[config.mk]
export PLATFORM = sky130hd
export DESIGN_NAME = gui_draw_scheduler
export DESIGN_NICKNAME = d
export VERILOG_FILES = /design/src/rtl/gui_pkg.sv /design/src/rtl/gui_raster_counter.sv /design/src/rtl/gui_draw_scheduler.sv
export SDC_FILE = /design/constraint.sdc
export NUM_CORES = 1
export LEC_CHECK = 0
export BUFFER_PORTS_ARGS = -buffer_cell sky130_fd_sc_hd__buf_2
export CORE_MARGIN = 2
export CORE_UTILIZATION = 60
export CTS_CLUSTER_DIAMETER = 120
export DETAILED_ROUTE_END_ITERATION = 8
export PLACE_DENSITY = 0.94
export RECOVER_POWER = 25
export SYNTH_ARGS = -nofsm -noshare
export SYNTH_HDL_FRONTEND = slang
export SYNTH_SLANG_ARGS = --single-unit
[constraint.sdc]
create_clock -name clk -period 3.1 [get_ports clk]
set_input_delay 0.31 -clock clk [delete_from_list [all_inputs] [get_ports clk]]
set_output_delay 0.31 -clock clk [all_outputs]
set_load 0.01 [all_outputs]
[src/rtl/gui_pkg.sv]
// Shared definitions for the GUI draw scheduler: sprite selects, sprite sizes, FSM encoding.
// Latency: n/a (package only).
// Backpressure: n/a (package only).
package gui_pkg;

  // Sprite selects as driven on draw_sel.
  localparam logic [1:0] SEL_LAMP = 2'd0;
  localparam logic [1:0] SEL_W1   = 2'd1;
  localparam logic [1:0] SEL_W2   = 2'd2;
  localparam logic [1:0] SEL_W3   = 2'd3;

  // Default sprite geometry in pixels.
  localparam int unsigned LAMP_W_DEF  = 7;
  localparam int unsigned LAMP_H_DEF  = 7;
  localparam int unsigned GLYPH_W_DEF = 5;
  localparam int unsigned GLYPH_H_DEF = 5;

  typedef enum logic [1:0] {
    ST_IDLE = 2'd0,
    ST_ARB  = 2'd1,
    ST_SCAN = 2'd2
  } state_e;

  // Fixed priority: the lampboard (bit 0) wins, then wheels 1..3.
  function automatic logic [1:0] lowest_set(input logic [3:0] v);
    if (v[0])      return SEL_LAMP;
    else if (v[1]) return SEL_W1;
    else if (v[2]) return SEL_W2;
    else           return SEL_W3;
  endfunction

endpackage

[src/rtl/gui_raster_counter.sv]
// Raster counter: walks col/row across a W x H sprite and keeps the linear bitmap index.
// Latency: position updates one clk after en_i/clr_i; last_o is combinational from the registers.
// Backpressure: none; advances exactly when en_i is high, clr_i has priority.
//
// Ports:
//   clk, resetn   clock, asynchronous active-low reset
//   clr_i         restart at (0,0)
//   en_i          advance one pixel
//   w_i, h_i      sprite width/height, may change between sprites
//   col_o, row_o  current pixel position
//   idx_o         row*W+col of the current pixel
//   last_o        current pixel is the bottom-right one
module gui_raster_counter (
  input  logic       clk,
  input  logic       resetn,
  input  logic       clr_i,
  input  logic       en_i,
  input  logic [2:0] w_i,
  input  logic [2:0] h_i,
  output logic [2:0] col_o,
  output logic [2:0] row_o,
  output logic [5:0] idx_o,
  output logic       last_o
);

  logic [2:0] col_q, col_d;
  logic [2:0] row_q, row_d;
  logic [5:0] idx_q, idx_d;
  logic       col_end;
  logic       row_end;

  assign col_end = (col_q == (w_i - 3'd1));
  assign row_end = (row_q == (h_i - 3'd1));
  assign last_o  = col_end && row_end;

  // The scan is strictly row-major, so row*W+col is just a running pixel
  // count; no multiplier needed. It returns to 0 together with col/row.
  always_comb begin
    col_d = col_q;
    row_d = row_q;
    idx_d = idx_q;
    if (clr_i) begin
      col_d = '0;
      row_d = '0;
      idx_d = '0;
    end else if (en_i) begin
      if (col_end) begin
        col_d = '0;
        if (row_end) begin
          row_d = '0;
          idx_d = '0;
        end else begin
          row_d = row_q + 3'd1;
          idx_d = idx_q + 6'd1;
        end
      end else begin
        col_d = col_q + 3'd1;
        idx_d = idx_q + 6'd1;
      end
    end
  end

  always_ff @(posedge clk or negedge resetn) begin
    if (!resetn) begin
      col_q <= '0;
      row_q <= '0;
      idx_q <= '0;
    end else begin
      col_q <= col_d;
      row_q <= row_d;
      idx_q <= idx_d;
    end
  end

  assign col_o = col_q;
  assign row_o = row_q;
  assign idx_o = idx_q;

endmodule

[src/rtl/gui_draw_scheduler.sv]
// Shares the VGA pixel-write port between the lampboard and three rotor-wheel sprites, one redraw sweep per frame tick.
// Latency: frame_tick at edge k gives the first plot after edge k+2; one idle pixel slot (ARB) between sprites.
// Backpressure: none; requests are sticky dirty bits, a tick arriving mid-sweep is held until the sweep ends.
//
// Ports:
//   clk, resetn      clock, asynchronous active-low reset
//   frame_tick       one-cycle pulse per video frame
//   req[3:0]         one-cycle redraw request; bit0 lamp, bits1..3 wheel1..3
//   draw_sel[1:0]    sprite being drawn
//   off_x, off_y     column/row within the sprite
//   pix_idx[5:0]     row*W+col bitmap index
//   plot             pixel write enable
//   busy             sweep in progress
//   sweep_done       pulse on the final pixel of a sweep
module gui_draw_scheduler
  import gui_pkg::*;
#(
  parameter int unsigned LAMP_W  = LAMP_W_DEF,
  parameter int unsigned LAMP_H  = LAMP_H_DEF,
  parameter int unsigned GLYPH_W = GLYPH_W_DEF,
  parameter int unsigned GLYPH_H = GLYPH_H_DEF
) (
  input  logic       clk,
  input  logic       resetn,
  input  logic       frame_tick,
  input  logic [3:0] req,
  output logic [1:0] draw_sel,
  output logic [2:0] off_x,
  output logic [2:0] off_y,
  output logic [5:0] pix_idx,
  output logic       plot,
  output logic       busy,
  output logic       sweep_done
);

  state_e     state_q, state_d;
  logic       tick_pend_q, tick_pend_d;
  logic [3:0] dirty_q, dirty_d;
  logic [3:0] snap_q, snap_d;
  logic [1:0] sel_q, sel_d;
  logic       tick_now;

  logic       cnt_clr;
  logic       cnt_en;
  logic [2:0] cnt_w;
  logic [2:0] cnt_h;
  logic [2:0] col;
  logic [2:0] row;
  logic [5:0] idx;
  logic       last;

  // Output registers: each reflects the state/position of the previous cycle.
  logic [1:0] draw_sel_q;
  logic [2:0] off_x_q;
  logic [2:0] off_y_q;
  logic [5:0] pix_idx_q;
  logic       plot_q;
  logic       busy_q;
  logic       sweep_done_q;

  assign cnt_w    = (sel_q == SEL_LAMP) ? 3'(LAMP_W) : 3'(GLYPH_W);
  assign cnt_h    = (sel_q == SEL_LAMP) ? 3'(LAMP_H) : 3'(GLYPH_H);
  assign tick_now = tick_pend_q | frame_tick;

  gui_raster_counter u_raster (
    .clk    (clk),
    .resetn (resetn),
    .clr_i  (cnt_clr),
    .en_i   (cnt_en),
    .w_i    (cnt_w),
    .h_i    (cnt_h),
    .col_o  (col),
    .row_o  (row),
    .idx_o  (idx),
    .last_o (last)
  );

  always_comb begin
    state_d     = state_q;
    tick_pend_d = tick_pend_q | frame_tick;
    dirty_d     = dirty_q | req;
    snap_d      = snap_q;
    sel_d       = sel_q;
    cnt_clr     = 1'b0;
    cnt_en      = 1'b0;
    case (state_q)
      ST_IDLE: begin
        if (tick_now) begin
          if (dirty_q != '0) begin
            // Hand the dirty set to this sweep; requests landing this
            // same cycle stay dirty for the next sweep.
            snap_d      = dirty_q;
            dirty_d     = req;
            tick_pend_d = 1'b0;
            state_d     = ST_ARB;
          end else begin
            // Nothing to draw: drop the pending tick, but a tick arriving
            // right now is held one more cycle so a request that came with
            // it is still served this frame.
            tick_pend_d = frame_tick;
          end
        end
      end
      ST_ARB: begin
        sel_d   = lowest_set(snap_q);
        snap_d  = snap_q & ~(4'b0001 << sel_d);
        cnt_clr = 1'b1;
        state_d = ST_SCAN;
      end
      ST_SCAN: begin
        cnt_en = 1'b1;
        if (last) begin
          state_d = (snap_q != '0) ? ST_ARB : ST_IDLE;
        end
      end
      default: begin
        state_d = ST_IDLE;
      end
    endcase
  end

  always_ff @(posedge clk or negedge resetn) begin
    if (!resetn) begin
      state_q      <= ST_IDLE;
      tick_pend_q  <= 1'b0;
      dirty_q      <= 4'b1111;  // first frame after reset paints everything
      snap_q       <= '0;
      sel_q        <= SEL_LAMP;
      draw_sel_q   <= '0;
      off_x_q      <= '0;
      off_y_q      <= '0;
      pix_idx_q    <= '0;
      plot_q       <= 1'b0;
      busy_q       <= 1'b0;
      sweep_done_q <= 1'b0;
    end else begin
      state_q      <= state_d;
      tick_pend_q  <= tick_pend_d;
      dirty_q      <= dirty_d;
      snap_q       <= snap_d;
      sel_q        <= sel_d;
      draw_sel_q   <= sel_q;
      off_x_q      <= (state_q == ST_SCAN) ? col : 3'd0;
      off_y_q      <= (state_q == ST_SCAN) ? row : 3'd0;
      pix_idx_q    <= (state_q == ST_SCAN) ? idx : 6'd0;
      plot_q       <= (state_q == ST_SCAN);
      busy_q       <= (state_q != ST_IDLE);
      sweep_done_q <= (state_q == ST_SCAN) && last && (snap_q == '0);
    end
  end

  assign draw_sel   = draw_sel_q;
  assign off_x      = off_x_q;
  assign off_y      = off_y_q;
  assign pix_idx    = pix_idx_q;
  assign plot       = plot_q;
  assign busy       = busy_q;
  assign sweep_done = sweep_done_q;

endmodule

==> results.txt <==
- CP top delay family: simple AND/OR/NAND/NOR gates
* Most frequent cells after synthesis: dfrtp_1 (38), nor2_1 (16), and2_1 (14)
- Walking the worst path, the cells encountered are inv_1, ha_1, inv_1, o31ai_1, and2_1, nor2b_1, nor2_1.
* Beginning of the worst register-to-register path: state_q[1]
- # fillers: 215
- In this run the worst hold path is classified as in2reg.
* Max Clock Freq: 0.5192 GHz
- Starting density of the core: 61.72%
* Post-Synthesis Net Count: 186
- For this run, the share of the core covered by cells in the final layout is 68.36%.
* Critical path class: reg2reg
- Buffers from clock root to sink, at most: 2
- Total CTS buffers: 5
- The die is 59.35 um wide.
- Share of post-route cells with drive strength above 1: 17.59%
- Dividing the detail-routed wire length by the instance count gives roughly 13 um.
* Number of vias per cell: 5.526
* Area of the die: 3522 um2
- Final count of pins violating max slew: 43
* Status: complete, but fails checks
* DRC violations left: 0
* Slowest cell delay on critical path: 0.42 ns
- Areal power density over the cells: 429.2 nW/um2
- Highest-delay cell along the critical path: dfrtp_1
- Post-route design area: 2036 um2
* Element type at the critical path end: flop
- Standby leakage power: 0.0009778 uW
* Antenna cells: 0
* Area growth syn-to-layout: 10.76%
- Total Routing Usage GR: 20.39%
* Height of the chip: 59.35 um
* DRC violation total after the first TritonRoute iteration: 36
- Number of warning messages in the yosys log: 0
- Synth area leader: dfrtp_1
- The checks that failed: max-capacitance violations, max-slew violations.
* Cell mode on critical path: inv_1
- Source of the critical timing path: state_q[1]
- Number of gates given a new drive strength after cts: 0
- Vias after detailed routing: 1282
- By area, the combinational part of the netlist is dominated by simple AND/OR/NAND/NOR gates.
* Clock Skews: 0.02060 ns
* Cell Area, Synth: ~1800 um2
- Per-instance average area after synthesis: between 10 and 15 um2
* EDFF count, synth: 0
* Initial antenna violation count: 0
* Worst Tran Pin Value: slightly above 2 ns
- Clock tree synthesis selected as its root buffer the cell clkbuf_4.
- Nets@finish: 212
- Share of flip-flops with an asynchronous set or reset after synthesis: 100.0%
- The share of the Yosys chip area taken by registers is 57.45%.
* Post-synthesis cell type count: 35
- Along the worst path, the maximum fanout reaches 11.
- After synthesis, the largest area contributor takes up 51.74% of total cell area.
- Final setup margin: 1.174 ns
- Wire length of the first global-routing pass: 5237 um
* Clk Latency, worst-skew pair: 0.35 ns
- Final clock period utilization by the worst path: 62.13%
- CP Launch Type: flop
- Final TNS setup: 0 ns
- Worst VDD drop: roughly 300 uV
- Half-perimeter wire length of the detailed placement result: 2117 um
* CTS tree: done
* Fraction of synthesized area in multiplexers: 2.995%
- Largest net degree at the start of global routing: 43
- Placeable Area: 2978 um2
- Std cell rows: 20
* Area share of fa/ha/maj cells after synthesis: around 4.8%
- Post-Place Cell Area: 1978 um2
- Setup repair after global routing left no endpoint under its margin.
- Among all cell types in the netlist, the one instantiated most often is dfrtp_1.
* Total overflow reported by the global router: 0
- Beginning of the worst hold path: req[0]
* Synth Area in XOR/XNOR: 1.430%
- DR pass1 iterations: 5
* Area contributors post-synth: dfrtp_1 (52%), dfstp_2 (5.7%), and2_1 (4.8%)
- The tool flagged a number of max-cap violations equal to 1.
- CP Buf/Inv Count: 2
* Routability congestion estimate from global placement: 0.8193
- The H-tree generated during clock tree synthesis spans 2 levels.
- Number of clock sinks: 42
* Via count of the first global-routing pass: roughly 1200
* Number of hold violations in the final report: 0
- The count of buffers added on input and output ports is 23.
- # setup viols final: 0
- Worst path arrival time: 2.16 ns
- Area fraction in compound gates after synthesis: 12.73%
- Worst slack at placement: 1.220 ns
- Counting every instance in the synthesized netlist gives 172.
- Buffers inserted to repair hold after CTS numbered 0.
* Number of synthesized register bits: 42
- Buffers added to address setup during post-CTS repair amount to 0.
- After Yosys synthesis, and, or, nand and nor cells account for 17.49% of the synthesized area.
- Slew margin rel.: -37.17%
* Count of pins on the block boundary: 24
- Clock-pin slew was measured on the worst setup and hold paths at 0.12 ns.
- Overall routed net length: roughly 3000 um
- Worst Path Required: 3.33 ns
- The most used flip-flop cell after synthesis is dfrtp_1.
* Final hold slack: around 0.14 ns
- The clock period could shrink to around 1.9 ns.
- In this run the remaining antenna-violating nets after routing total 0.
logic make-up (layout without fill, tap and decap cells):
kind of cell | Yosys count | count (layout)
compound gates | 36 | 36
mux | 5 | 5
xor+xnor | 3 | 3
flops | 42 | 42
buf+inv | 15 | 42
fa+ha+maj | 7 | 7
simple gates | 64 | 64
per-layer routing:
| layer | global-route usage [%] | share of wire (%) | vias to the layer above |
|---|---|---|---|
| met4 | 8.766 | 1.8 | 0 |
| met5 | 0 | 0 | - |
| met1 | 27.75 | 47 | 602 |
| met3 | 5.895 | 4.6 | 5 |
| li1 | - | - | 643 |
| met2 | 30.46 | 47 | 32 |
stage by stage:
stage | cells | total power, uW
2_1_floorplan | 172 | 590.4
3_3_place_gp | 224 | 609.4
3_5_place_dp | 224 | 610.6
4_1_cts | 232 | 882.8
5_1_grt | 232 | 910.2
6_report | 232 | 873.7
power breakdown:
part / internal (uW) / switching [uW]
Clock: 112 / 163
Sequential: 551 / 1.80
Combinational: 15.2 / 30.9
Total: 678 / 195
placed cells by master (no fill, tap or decap), types with 5 or more instances in the layout:
cell type / instances
dfrtp_1: 38
buf_2: 22
nor2_1: 16
and2_1: 14
nand2_1: 13
o21ai_0: 11
inv_1: 10
ha_1: 7
a21o_1: 6
nand2b_1: 5
clkbuf_4: 5
flip-flops by register name, summed over array words and instances, names as in the netlist, 2 cells and up:
signal          count
off_x               3
draw_sel            2
pix_idx             6
u_raster.idx_o      6
sel_q               2
u_raster.row_o      3
snap_q              4
u_raster.col_o      3
dirty_q             4
off_y               3
state_q             2
final timing paths:
kind	end	slack [ns]	cells past startpoint
max in group asynchronous	draw_sel[0]	1.38	1
min in group asynchronous	busy	0.53	1
setup / recovery	u_raster.idx_o[3]	1.17	7
hold / removal	dirty_q[0]	0.14	2
setup reg to reg	u_raster.idx_o[3]	1.17	7
hold reg to reg	pix_idx[5]	0.50	1
layout make-up:
cell class	count	area (um2)	area share [%]
Clock buffer	8	58.81	2.889
Inverter	11	41.29	2.028
Sequential cell	42	1056	51.87
Multi-Input combinational cell	115	724.4	35.59
Tap cell	33	41.29	2.028
Timing Repair Buffer	23	113.9	5.593
Power figures use the tool's default switching activity.
